**src/rtl/npu_port_pkg.sv**
```systemverilog
// Shared definitions for the NPU port queue.
// Holds the write-op priority encoding, the FIFO entry layout (flag bit on
// top of the data word) and the legal-range checks for the parameters.
package npu_port_pkg;

  // Write-side op after priority resolution: config wins over enqueue.
  typedef enum logic [1:0] {
    WR_NONE = 2'd0,
    WR_CFG  = 2'd1,
    WR_ENQ  = 2'd2
  } wr_op_e;

  // FIFO entry = {is_cfg, word}; the flag sits above the data word.
  localparam int unsigned ENTRY_FLAG_W = 1;

  function automatic wr_op_e wr_op_decode(input logic cfg_op, input logic enq_op);
    wr_op_e op;
    op = WR_NONE;
    if (cfg_op)      op = WR_CFG;
    else if (enq_op) op = WR_ENQ;
    return op;
  endfunction

  function automatic int unsigned entry_w(input int unsigned data_w);
    return data_w + ENTRY_FLAG_W;
  endfunction

  // Channel select width, never below one bit.
  function automatic int unsigned calc_ch_w(input int unsigned num_ch);
    int unsigned w;
    w = (num_ch <= 1) ? 1 : $clog2(num_ch);
    return w;
  endfunction

  function automatic bit num_ch_legal(input int unsigned num_ch);
    return (num_ch >= 1) && (num_ch <= 8);
  endfunction

  function automatic bit depth_legal(input int unsigned depth);
    return (depth >= 2) && ((depth & (depth - 1)) == 0);
  endfunction

  function automatic bit deq_lat_legal(input int unsigned lat);
    return (lat >= 1) && (lat <= 4);
  endfunction

endpackage

```
**src/rtl/npu_port_queue_if.sv**
```systemverilog
// Execute-stage <-> NPU port bundle for npu_port_queue.
// slave : the queue (consumes execute ops and NPU status, drives NPU strobes).
// master: the surrounding pipeline / NPU model.
// Optional oStallCount exists only when NPU_PORT_STATS_EN is defined.
interface npu_port_queue_if
  import npu_port_pkg::*;
#(
  parameter int unsigned NUM_CH = 2,
  parameter int unsigned DATA_W = 32
);
  localparam int unsigned CH_W = calc_ch_w(NUM_CH);

  logic                     iCfgOp;
  logic                     iEnqOp;
  logic                     iDeqOp;
  logic [CH_W-1:0]          iChSel;
  logic [DATA_W-1:0]        iInstruction;
  logic [DATA_W-1:0]        iSrc;
  logic                     iStall;
  logic [NUM_CH-1:0]        iNpuFull;
  logic [NUM_CH-1:0]        iNpuEmpty;
  logic [NUM_CH*DATA_W-1:0] iNpuRdData;
  logic [NUM_CH*DATA_W-1:0] oNpuWrData;
  logic [NUM_CH-1:0]        oNpuCfgWe;
  logic [NUM_CH-1:0]        oNpuDataWe;
  logic [NUM_CH-1:0]        oNpuRe;
  logic [DATA_W-1:0]        oResult;
  logic                     oResultValid;
  logic                     oStallReq;
`ifdef NPU_PORT_STATS_EN
  logic [NUM_CH*16-1:0]     oStallCount;
`endif

  modport slave (
    input  iCfgOp, iEnqOp, iDeqOp, iChSel, iInstruction, iSrc, iStall,
    input  iNpuFull, iNpuEmpty, iNpuRdData,
    output oNpuWrData, oNpuCfgWe, oNpuDataWe, oNpuRe, oResult, oResultValid, oStallReq
`ifdef NPU_PORT_STATS_EN
    , output oStallCount
`endif
  );

  modport master (
    output iCfgOp, iEnqOp, iDeqOp, iChSel, iInstruction, iSrc, iStall,
    output iNpuFull, iNpuEmpty, iNpuRdData,
    input  oNpuWrData, oNpuCfgWe, oNpuDataWe, oNpuRe, oResult, oResultValid, oStallReq
`ifdef NPU_PORT_STATS_EN
    , input oStallCount
`endif
  );

endinterface

```
**src/rtl/npu_chan_fifo.sv**
```systemverilog
// Per-channel synchronous FIFO with full/empty/count.
// Ports: iClk, iRst_n (sync, active-low), push/push_data, pop, head (current
// front entry, combinational), full, empty, count.
// A push while full is ignored even if a pop happens in the same cycle.
module npu_chan_fifo #(
  parameter  int unsigned WIDTH = 33,
  parameter  int unsigned DEPTH = 4,
  localparam int unsigned CNT_W = $clog2(DEPTH) + 1
) (
  input  logic             iClk,
  input  logic             iRst_n,
  input  logic             push,
  input  logic [WIDTH-1:0] push_data,
  input  logic             pop,
  output logic [WIDTH-1:0] head,
  output logic             full,
  output logic             empty,
  output logic [CNT_W-1:0] count
);
  localparam int unsigned PTR_W = $clog2(DEPTH);

  logic [WIDTH-1:0] mem_q [DEPTH];
  logic [WIDTH-1:0] mem_d [DEPTH];
  logic [PTR_W-1:0] wr_ptr_q, wr_ptr_d;
  logic [PTR_W-1:0] rd_ptr_q, rd_ptr_d;
  logic [CNT_W-1:0] count_q, count_d;
  logic             do_push, do_pop;

  // Status from the registered count, i.e. before this cycle's pop.
  always_comb begin
    full  = (count_q == CNT_W'(DEPTH));
    empty = (count_q == '0);
    count = count_q;
    head  = mem_q[rd_ptr_q];
  end

  // Pointer, count and storage update; power-of-two depth makes wrap free.
  always_comb begin
    do_push  = push && !full;
    do_pop   = pop && !empty;
    wr_ptr_d = do_push ? wr_ptr_q + PTR_W'(1) : wr_ptr_q;
    rd_ptr_d = do_pop  ? rd_ptr_q + PTR_W'(1) : rd_ptr_q;
    count_d  = count_q + CNT_W'(do_push) - CNT_W'(do_pop);
    mem_d    = mem_q;
    if (do_push) mem_d[wr_ptr_q] = push_data;
  end

  always_ff @(posedge iClk) begin
    if (!iRst_n) begin
      wr_ptr_q <= '0;
      rd_ptr_q <= '0;
      count_q  <= '0;
      mem_q    <= '{default: '0};
    end else begin
      wr_ptr_q <= wr_ptr_d;
      rd_ptr_q <= rd_ptr_d;
      count_q  <= count_d;
      mem_q    <= mem_d;
    end
  end

endmodule

```
**src/rtl/npu_port_queue.sv**
```systemverilog
// Execute-stage port to NUM_CH NPU channels.
// Buffers config/data writes per channel in one ordered FIFO each and drains
// them under NPU backpressure; issues dequeue reads and returns the data
// DEQ_LAT cycles later; raises oStallReq when an op cannot be taken.
// Ports: iClk, iRst_n (sync, active-low) and the npu_port_queue_if slave
// bundle (execute ops in, NPU strobes/data out, oResult/oResultValid,
// oStallReq). oNpuRe and oStallReq are combinational, the rest registered.
// Optional: define NPU_PORT_STATS_EN to add per-channel saturating 16-bit
// stall counters on oStallCount.
module npu_port_queue
  import npu_port_pkg::*;
#(
  parameter int unsigned NUM_CH  = 2,
  parameter int unsigned DATA_W  = 32,
  parameter int unsigned DEPTH   = 4,
  parameter int unsigned DEQ_LAT = 1
) (
  input  logic             iClk,
  input  logic             iRst_n,
  npu_port_queue_if.slave  bus
);
  localparam int unsigned CH_W  = calc_ch_w(NUM_CH);
  localparam int unsigned ENT_W = entry_w(DATA_W);
  localparam int unsigned CNT_W = $clog2(DEPTH) + 1;

  if (!num_ch_legal(NUM_CH) || !depth_legal(DEPTH) || !deq_lat_legal(DEQ_LAT)) begin : g_param_chk
    $error("npu_port_queue: illegal NUM_CH/DEPTH/DEQ_LAT");
  end

  wr_op_e                   wr_op;
  logic                     sel_ok;
  logic                     stall_req_c;
  logic                     wr_accept, deq_accept;
  logic [ENT_W-1:0]         push_entry;
  logic [NUM_CH-1:0]        sel_hit;
  logic [NUM_CH-1:0]        npu_re_c;
  logic [NUM_CH-1:0]        fifo_push, fifo_pop, fifo_full, fifo_empty;
  logic [ENT_W-1:0]         fifo_head  [NUM_CH];
  logic [CNT_W-1:0]         fifo_count [NUM_CH];
  logic                     unused_count;

  logic [NUM_CH*DATA_W-1:0] wr_data_q, wr_data_d;
  logic [NUM_CH-1:0]        cfg_we_q, cfg_we_d;
  logic [NUM_CH-1:0]        data_we_q, data_we_d;
  logic [DEQ_LAT-1:0]       deq_vld_q, deq_vld_d;
  logic [CH_W-1:0]          deq_ch_q [DEQ_LAT];
  logic [CH_W-1:0]          deq_ch_d [DEQ_LAT];
  logic [DATA_W-1:0]        result_q, result_d;
  logic                     result_vld_q, result_vld_d;

  // Op decode, stall request and acceptance; silent while in reset.
  always_comb begin
    wr_op       = wr_op_decode(bus.iCfgOp, bus.iEnqOp);
    sel_ok      = (32'(bus.iChSel) < NUM_CH);
    sel_hit     = '0;
    for (int unsigned ch = 0; ch < NUM_CH; ch++) begin
      sel_hit[ch] = sel_ok && (bus.iChSel == CH_W'(ch));
    end
    stall_req_c = iRst_n &&
                  (((wr_op != WR_NONE) && |(sel_hit & fifo_full)) ||
                   (bus.iDeqOp && |(sel_hit & bus.iNpuEmpty)));
    wr_accept   = iRst_n && !bus.iStall && !stall_req_c && (wr_op != WR_NONE) && sel_ok;
    deq_accept  = iRst_n && !bus.iStall && !stall_req_c && bus.iDeqOp && sel_ok;
    push_entry  = {(wr_op == WR_CFG), (wr_op == WR_CFG) ? bus.iInstruction : bus.iSrc};
    fifo_push   = wr_accept  ? sel_hit : '0;
    npu_re_c    = deq_accept ? sel_hit : '0;
    // Every channel drains independently whenever the NPU has room.
    fifo_pop    = ~fifo_empty & ~bus.iNpuFull;
  end

  for (genvar g = 0; g < NUM_CH; g++) begin : g_fifo
    npu_chan_fifo #(
      .WIDTH (ENT_W),
      .DEPTH (DEPTH)
    ) u_fifo (
      .iClk      (iClk),
      .iRst_n    (iRst_n),
      .push      (fifo_push[g]),
      .push_data (push_entry),
      .pop       (fifo_pop[g]),
      .head      (fifo_head[g]),
      .full      (fifo_full[g]),
      .empty     (fifo_empty[g]),
      .count     (fifo_count[g])
    );
  end

  // Occupancy is only needed inside the FIFOs; fold it so nothing dangles.
  always_comb begin
    unused_count = 1'b0;
    for (int unsigned ch = 0; ch < NUM_CH; ch++) begin
      unused_count = unused_count ^ (^fifo_count[ch]);
    end
  end

  // Drain strobes and the dequeue latency pipe.
  always_comb begin
    cfg_we_d  = '0;
    data_we_d = '0;
    wr_data_d = wr_data_q;
    for (int unsigned ch = 0; ch < NUM_CH; ch++) begin
      if (fifo_pop[ch]) begin
        cfg_we_d[ch]                     = fifo_head[ch][ENT_W-1];
        data_we_d[ch]                    = !fifo_head[ch][ENT_W-1];
        wr_data_d[ch*DATA_W +: DATA_W]   = fifo_head[ch][DATA_W-1:0];
      end
    end

    deq_vld_d[0] = deq_accept;
    deq_ch_d[0]  = bus.iChSel;
    for (int unsigned i = 1; i < DEQ_LAT; i++) begin
      deq_vld_d[i] = deq_vld_q[i-1];
      deq_ch_d[i]  = deq_ch_q[i-1];
    end

    // Return data is valid while the entry sits in the last pipe stage.
    result_vld_d = deq_vld_q[DEQ_LAT-1];
    result_d     = result_q;
    for (int unsigned ch = 0; ch < NUM_CH; ch++) begin
      if (deq_vld_q[DEQ_LAT-1] && (deq_ch_q[DEQ_LAT-1] == CH_W'(ch))) begin
        result_d = bus.iNpuRdData[ch*DATA_W +: DATA_W];
      end
    end
  end

  always_ff @(posedge iClk) begin
    if (!iRst_n) begin
      wr_data_q    <= '0;
      cfg_we_q     <= '0;
      data_we_q    <= '0;
      deq_vld_q    <= '0;
      deq_ch_q     <= '{default: '0};
      result_q     <= '0;
      result_vld_q <= 1'b0;
    end else begin
      wr_data_q    <= wr_data_d;
      cfg_we_q     <= cfg_we_d;
      data_we_q    <= data_we_d;
      deq_vld_q    <= deq_vld_d;
      deq_ch_q     <= deq_ch_d;
      result_q     <= result_d;
      result_vld_q <= result_vld_d;
    end
  end

  assign bus.oNpuWrData   = wr_data_q;
  assign bus.oNpuCfgWe    = cfg_we_q;
  assign bus.oNpuDataWe   = data_we_q;
  assign bus.oNpuRe       = npu_re_c;
  assign bus.oResult      = result_q;
  assign bus.oResultValid = result_vld_q;
  assign bus.oStallReq    = stall_req_c;

`ifdef NPU_PORT_STATS_EN
  logic [NUM_CH*16-1:0] stall_cnt_q, stall_cnt_d;

  // Charge a stall cycle to the channel the blocked op targets; saturate.
  always_comb begin
    stall_cnt_d = stall_cnt_q;
    for (int unsigned ch = 0; ch < NUM_CH; ch++) begin
      if (stall_req_c && sel_hit[ch] && (stall_cnt_q[ch*16 +: 16] != 16'hFFFF)) begin
        stall_cnt_d[ch*16 +: 16] = stall_cnt_q[ch*16 +: 16] + 16'd1;
      end
    end
  end

  always_ff @(posedge iClk) begin
    if (!iRst_n) stall_cnt_q <= '0;
    else         stall_cnt_q <= stall_cnt_d;
  end

  assign bus.oStallCount = stall_cnt_q;
`endif

endmodule

```
**src/flat_wrapper.sv**
```systemverilog
// flat-port wrapper written by rule: the top's interface ports become plain ports
module npu_port_queue_flat import npu_port_pkg::*;
#(
  parameter int unsigned NUM_CH  = 2,
  parameter int unsigned DATA_W  = 32,
  parameter int unsigned DEPTH   = 4,
  parameter int unsigned DEQ_LAT = 1
)
  (iClk, iRst_n, bus_iCfgOp, bus_iEnqOp, bus_iDeqOp, bus_iChSel, bus_iInstruction, bus_iSrc, bus_iStall, bus_iNpuFull, bus_iNpuEmpty, bus_iNpuRdData, bus_oNpuWrData, bus_oNpuCfgWe, bus_oNpuDataWe, bus_oNpuRe, bus_oResult, bus_oResultValid, bus_oStallReq);
  npu_port_queue_if #(.NUM_CH(NUM_CH), .DATA_W(DATA_W)) bus_i ();
  input  logic iClk;
  input  logic iRst_n;
  input wire logic [$bits(bus_i.iCfgOp)-1:0] bus_iCfgOp;
  input wire logic [$bits(bus_i.iEnqOp)-1:0] bus_iEnqOp;
  input wire logic [$bits(bus_i.iDeqOp)-1:0] bus_iDeqOp;
  input wire logic [$bits(bus_i.iChSel)-1:0] bus_iChSel;
  input wire logic [$bits(bus_i.iInstruction)-1:0] bus_iInstruction;
  input wire logic [$bits(bus_i.iSrc)-1:0] bus_iSrc;
  input wire logic [$bits(bus_i.iStall)-1:0] bus_iStall;
  input wire logic [$bits(bus_i.iNpuFull)-1:0] bus_iNpuFull;
  input wire logic [$bits(bus_i.iNpuEmpty)-1:0] bus_iNpuEmpty;
  input wire logic [$bits(bus_i.iNpuRdData)-1:0] bus_iNpuRdData;
  output wire logic [$bits(bus_i.oNpuWrData)-1:0] bus_oNpuWrData;
  output wire logic [$bits(bus_i.oNpuCfgWe)-1:0] bus_oNpuCfgWe;
  output wire logic [$bits(bus_i.oNpuDataWe)-1:0] bus_oNpuDataWe;
  output wire logic [$bits(bus_i.oNpuRe)-1:0] bus_oNpuRe;
  output wire logic [$bits(bus_i.oResult)-1:0] bus_oResult;
  output wire logic [$bits(bus_i.oResultValid)-1:0] bus_oResultValid;
  output wire logic [$bits(bus_i.oStallReq)-1:0] bus_oStallReq;
  assign bus_i.iCfgOp = bus_iCfgOp;
  assign bus_i.iEnqOp = bus_iEnqOp;
  assign bus_i.iDeqOp = bus_iDeqOp;
  assign bus_i.iChSel = bus_iChSel;
  assign bus_i.iInstruction = bus_iInstruction;
  assign bus_i.iSrc = bus_iSrc;
  assign bus_i.iStall = bus_iStall;
  assign bus_i.iNpuFull = bus_iNpuFull;
  assign bus_i.iNpuEmpty = bus_iNpuEmpty;
  assign bus_i.iNpuRdData = bus_iNpuRdData;
  assign bus_oNpuWrData = bus_i.oNpuWrData;
  assign bus_oNpuCfgWe = bus_i.oNpuCfgWe;
  assign bus_oNpuDataWe = bus_i.oNpuDataWe;
  assign bus_oNpuRe = bus_i.oNpuRe;
  assign bus_oResult = bus_i.oResult;
  assign bus_oResultValid = bus_i.oResultValid;
  assign bus_oStallReq = bus_i.oStallReq;
  npu_port_queue #(.NUM_CH(NUM_CH), .DATA_W(DATA_W), .DEPTH(DEPTH), .DEQ_LAT(DEQ_LAT)) u_core (.iClk(iClk), .iRst_n(iRst_n), .bus(bus_i));
endmodule
```
**config.mk**
```make
export PLATFORM = sky130hd
export DESIGN_NAME = npu_port_queue_flat
export DESIGN_NICKNAME = d
export VERILOG_FILES = /design/src/rtl/npu_port_pkg.sv /design/src/rtl/npu_port_queue_if.sv /design/src/rtl/npu_chan_fifo.sv /design/src/rtl/npu_port_queue.sv /design/src/flat_wrapper.sv
export SDC_FILE = /design/constraint.sdc
export NUM_CORES = 1
export LEC_CHECK = 0
export CAP_MARGIN = 20
export CELL_PAD_IN_SITES_DETAIL_PLACEMENT = 0
export CELL_PAD_IN_SITES_GLOBAL_PLACEMENT = 1
export CORE_AREA = 2 2 202 204
export DETAILED_ROUTE_END_ITERATION = 10
export DIE_AREA = 0 0 204 206
export GPL_TIMING_DRIVEN = 0
export PLACE_DENSITY_LB_ADDON = 0.1
export SYNTH_ARGS = -nofsm -noshare
export SYNTH_HDL_FRONTEND = slang
export SYNTH_HIERARCHICAL = 1
export SYNTH_SLANG_ARGS = --single-unit
```
**constraint.sdc**
```tcl
create_clock -name iClk -period 3.7 [get_ports iClk]
set_input_delay 0.555 -clock iClk [delete_from_list [all_inputs] [get_ports iClk]]
set_output_delay 0.555 -clock iClk [all_outputs]
set_load 0.05 [all_outputs]
```
==> impl_metrics.ini <==
[routing]
ant_nets = 0
drtPass1Iterations = 5
viasPerCell = 5.25
drt-wirelength-per-cell_um = 20.6
drt_wl_total_mm = 50.6
route.detailed.drc = 0
drtIter0Drc = 613
dr_total_vias = 12900

[worst_setup_path]
cp_cell_sequence = clkdlybuf4s15_2 -> inv_1 -> buf_2 -> o32ai_1 -> clkdlybuf4s50_1
critPathCapture = bus_oStallReq
r2r_slack_ns = 0.31
cp-end-kind = primary output
cp-start-kind = input port
cp.depth = 5
cpMaxStageDelayCell = clkdlybuf4s50_1
r2r_cells = 12
r2r_start = u_core/g_fifo[0].u_fifo/count[1]
crit_required_ns = 3.14
path_max_fanout = 12
r2r_end = u_core/g_fifo[0].u_fifo/count[2]
worst_setup_path_startpoint = iRst_n
crit_type = input port to primary output
critical-path-top-delay-family = buffers and inverters
worst-path-buf-inv = 4
max_stage_delay_ns = 0.89
crit_arrival_ns = 2.90

[yosys]
synthFlopType = dfxtp_1
synth.most_common_cell = dfxtp_1
synth_common_cells = 381 x dfxtp_1, 346 x nand2_1, 301 x mux2i_1
synth_nets = 1760
ys_ff_latch = 381
yosys_warnings = 6
syn_area_sq_mm = 0.0169
synth_area_leaders = dfxtp_1 45%, mux2i_1 18%, mux4_2 8.8%
synth.top_cell.area_share_pct = 45.0
syn_area_per_cell_sq_um = 10.5
syn_inst = 1607
yosys.cell_types.count = 43
synth-seq-area-share_pct = 45.0
synth_edf_count = 0
synthArstFlopShare_pct = 0
yosysTopAreaCell = dfxtp_1

[global_route]
grt_overflow = 0
antenna_found_initial = 0
grt_pass1_vias = 13000
grt_pass1_wl_mm = 76.8
grtUsageTotal_pct = 23.8
grt_max_degree = 13

[timing]
fin_crit_sh_pct = 93.5
fin_crit_ns = 3.46
hold_violations = 0
fin_ws_ns = 0.241
drv_slew = 0
fmax_ghz = 0.289
setup_tns_ns = 0
hold_ws_ns = 0.343
setup_viol = 0
relSlewSlack_pct = 26.3
worst_slew_pin_slew_ns = 1.10
rsz0062_at_grt = no
skew_ns = 0.00786

[floorplan]
start_util_pct = 42.1
num_rows = 74
dieHeight_um = 206
core-area_sq_mm = 0.0402
io_pins = 243
die-area_sq_mm = 0.0420
die_w_um = 204

[clocking]
ctsHtreeMaxLevel = 2
clk_pin_slew_ns = 0.06
cts.path.max_buffers = 3
cts_made_buffers = 43
cts.sinks = 381
cts_tree = built
cts_root_buffer = clkbuf_16
clock_latency_ns = 0.54
cts_hold_buf = 0

[final_layout]
utilization_pct = 53.1
finalNetCount = 2045
syn_to_final_growth_pct = 26.1
fillers = 3677
layout-drive-gt1-share_pct = 12.4
antenna_cells = 0

[power_and_ir_drop]
p_leak_nw = 7.20
p_per_area_mw_per_mm2 = 429
ir_drop_uv = 262

[hold_path]
hold_class = input port to flop
worstHoldStart = bus_iNpuFull[1]

[placement]
dp_hpwl_mm = 37.1
port_buffers = 239
post-place-ws_ns = -0.472
place_congestion = 0.774

[status]
status = completed

[run]
max-cap-violations = 0
## flip-flops by register name, summed over array words and instances (netlist names)
signal and cells:
u_core/g_fifo.u_fifo/rd_ptr_q 4, u_core/g_fifo.u_fifo/mem_q 264, u_core/g_fifo.u_fifo/wr_ptr_q 4, u_core/deq_ch_q 1
u_core/deq_vld_q 1, u_core/bus.oResultValid 1, u_core/bus.oNpuCfgWe 2, u_core/bus.oResult 32
u_core/bus.oNpuDataWe 2, u_core/bus.oNpuWrData 64, u_core/g_fifo.u_fifo/count 6
## per-stage QoR
| stage | cells | total power, W | cell area, sq um |
|---|---|---|---|
| global route | 2453 | 0.00951 | 21400 |
| detailed placement | 2379 | 0.00516 | 20000 |
| global placement | 2378 | 0.00515 | 20000 |
| floorplan | 1607 | 0.00475 | 16900 |
| finish | 2453 | 0.00916 | 21400 |
| CTS | 2453 | 0.00927 | 21300 |
## kinds of logic after synthesis
family	Yosys count	synth area share, %
AOI/OAI and AO/OA	205	6.31
xor gates and xnor gates	4	0.207
adders and majority gates	14	1.12
buffers and inverters	152	6.04
DFF	381	45.0
muxes	399	28.7
and+or+nand+nor	452	12.6
## report_power, final
group          internal (W)  total, W  switching [W]  leakage (nW)
registers           0.00416   0.00418      0.0000269          3.07
clock network       0.00242   0.00409        0.00166         0.668
logic              0.000357  0.000888       0.000530          3.46
## worst register-to-register path: stages (launching register included)
cell     delay, ns
dfxtp_1       0.34
nor3_1        0.88
buf_6         0.27
buf_6         0.16
nor2_1        0.09
nor2b_1       0.18
ha_1          0.33
inv_1         0.04
ha_1          0.18
fa_1          0.38
xor2_1        0.16
xnor2_1       0.12
and2_1        0.15
## cell type report
type	instances	area [sq um]	area share, %
multi-input cells	1074	8290	38.8
flip-flops and latches	381	7630	35.7
repair buffers	240	2400	11.3
clock buffers	64	1270	5.94
plain buffers	137	967	4.53
well taps	532	666	3.12
clock inverters	10	75.1	0.352
inverters	15	56.3	0.264
## how the worst min path moves through the flow
| stage | endpoint | slack (ns) | depth (start not counted) |
|---|---|---|---|
| 2_1_floorplan | u_core/g_fifo[0].u_fifo/mem_q[33] | 0.43 | 2 |
| 3_3_place_gp | u_core/g_fifo[0].u_fifo/mem_q[62] | 0.44 | 2 |
| 3_5_place_dp | u_core/g_fifo[0].u_fifo/mem_q[86] | 0.44 | 2 |
| 4_1_cts | u_core/bus.oNpuWrData[63] | 0.32 | 3 |
| 5_1_grt | u_core/bus.oNpuWrData[34] | 0.35 | 3 |
| 6_report | u_core/bus.oNpuWrData[61] | 0.34 | 3 |
## timing repair
action | 4_1_cts | 5_1_grt
setup buffers | 0 | 0
resized for setup | 3 | 1
endpoints found under the setup margin | 1 | 1
## layer usage
metal	share of wire (%)	track usage (%)	vias up
met5	0	0	-
met4	2.4	6.94	0
met3	6.0	3.85	69
met2	46	39.5	377
met1	46	31.9	6243
li1	-	-	6201
## cell usage in the layout (no fill, tap or decap), types with 5 or more instances in the layout
master / instances
o21ai_0: 96
mux2i_1: 301
buf_2: 22
clkdlybuf4s50_1: 238
dfxtp_1: 381
mux2_2: 32
buf_4: 5
buf_12: 12
clkinv_2: 9
and3_1: 6
ha_1: 12
clkbuf_16: 45
and2_1: 7
inv_1: 15
mux4_2: 66
a21oi_1: 96
clkbuf_1: 80
or3b_1: 64
o21ai_1: 5
clkbuf_8: 7
buf_6: 28
nand2_1: 346
(Power assumes the default switching activity.)
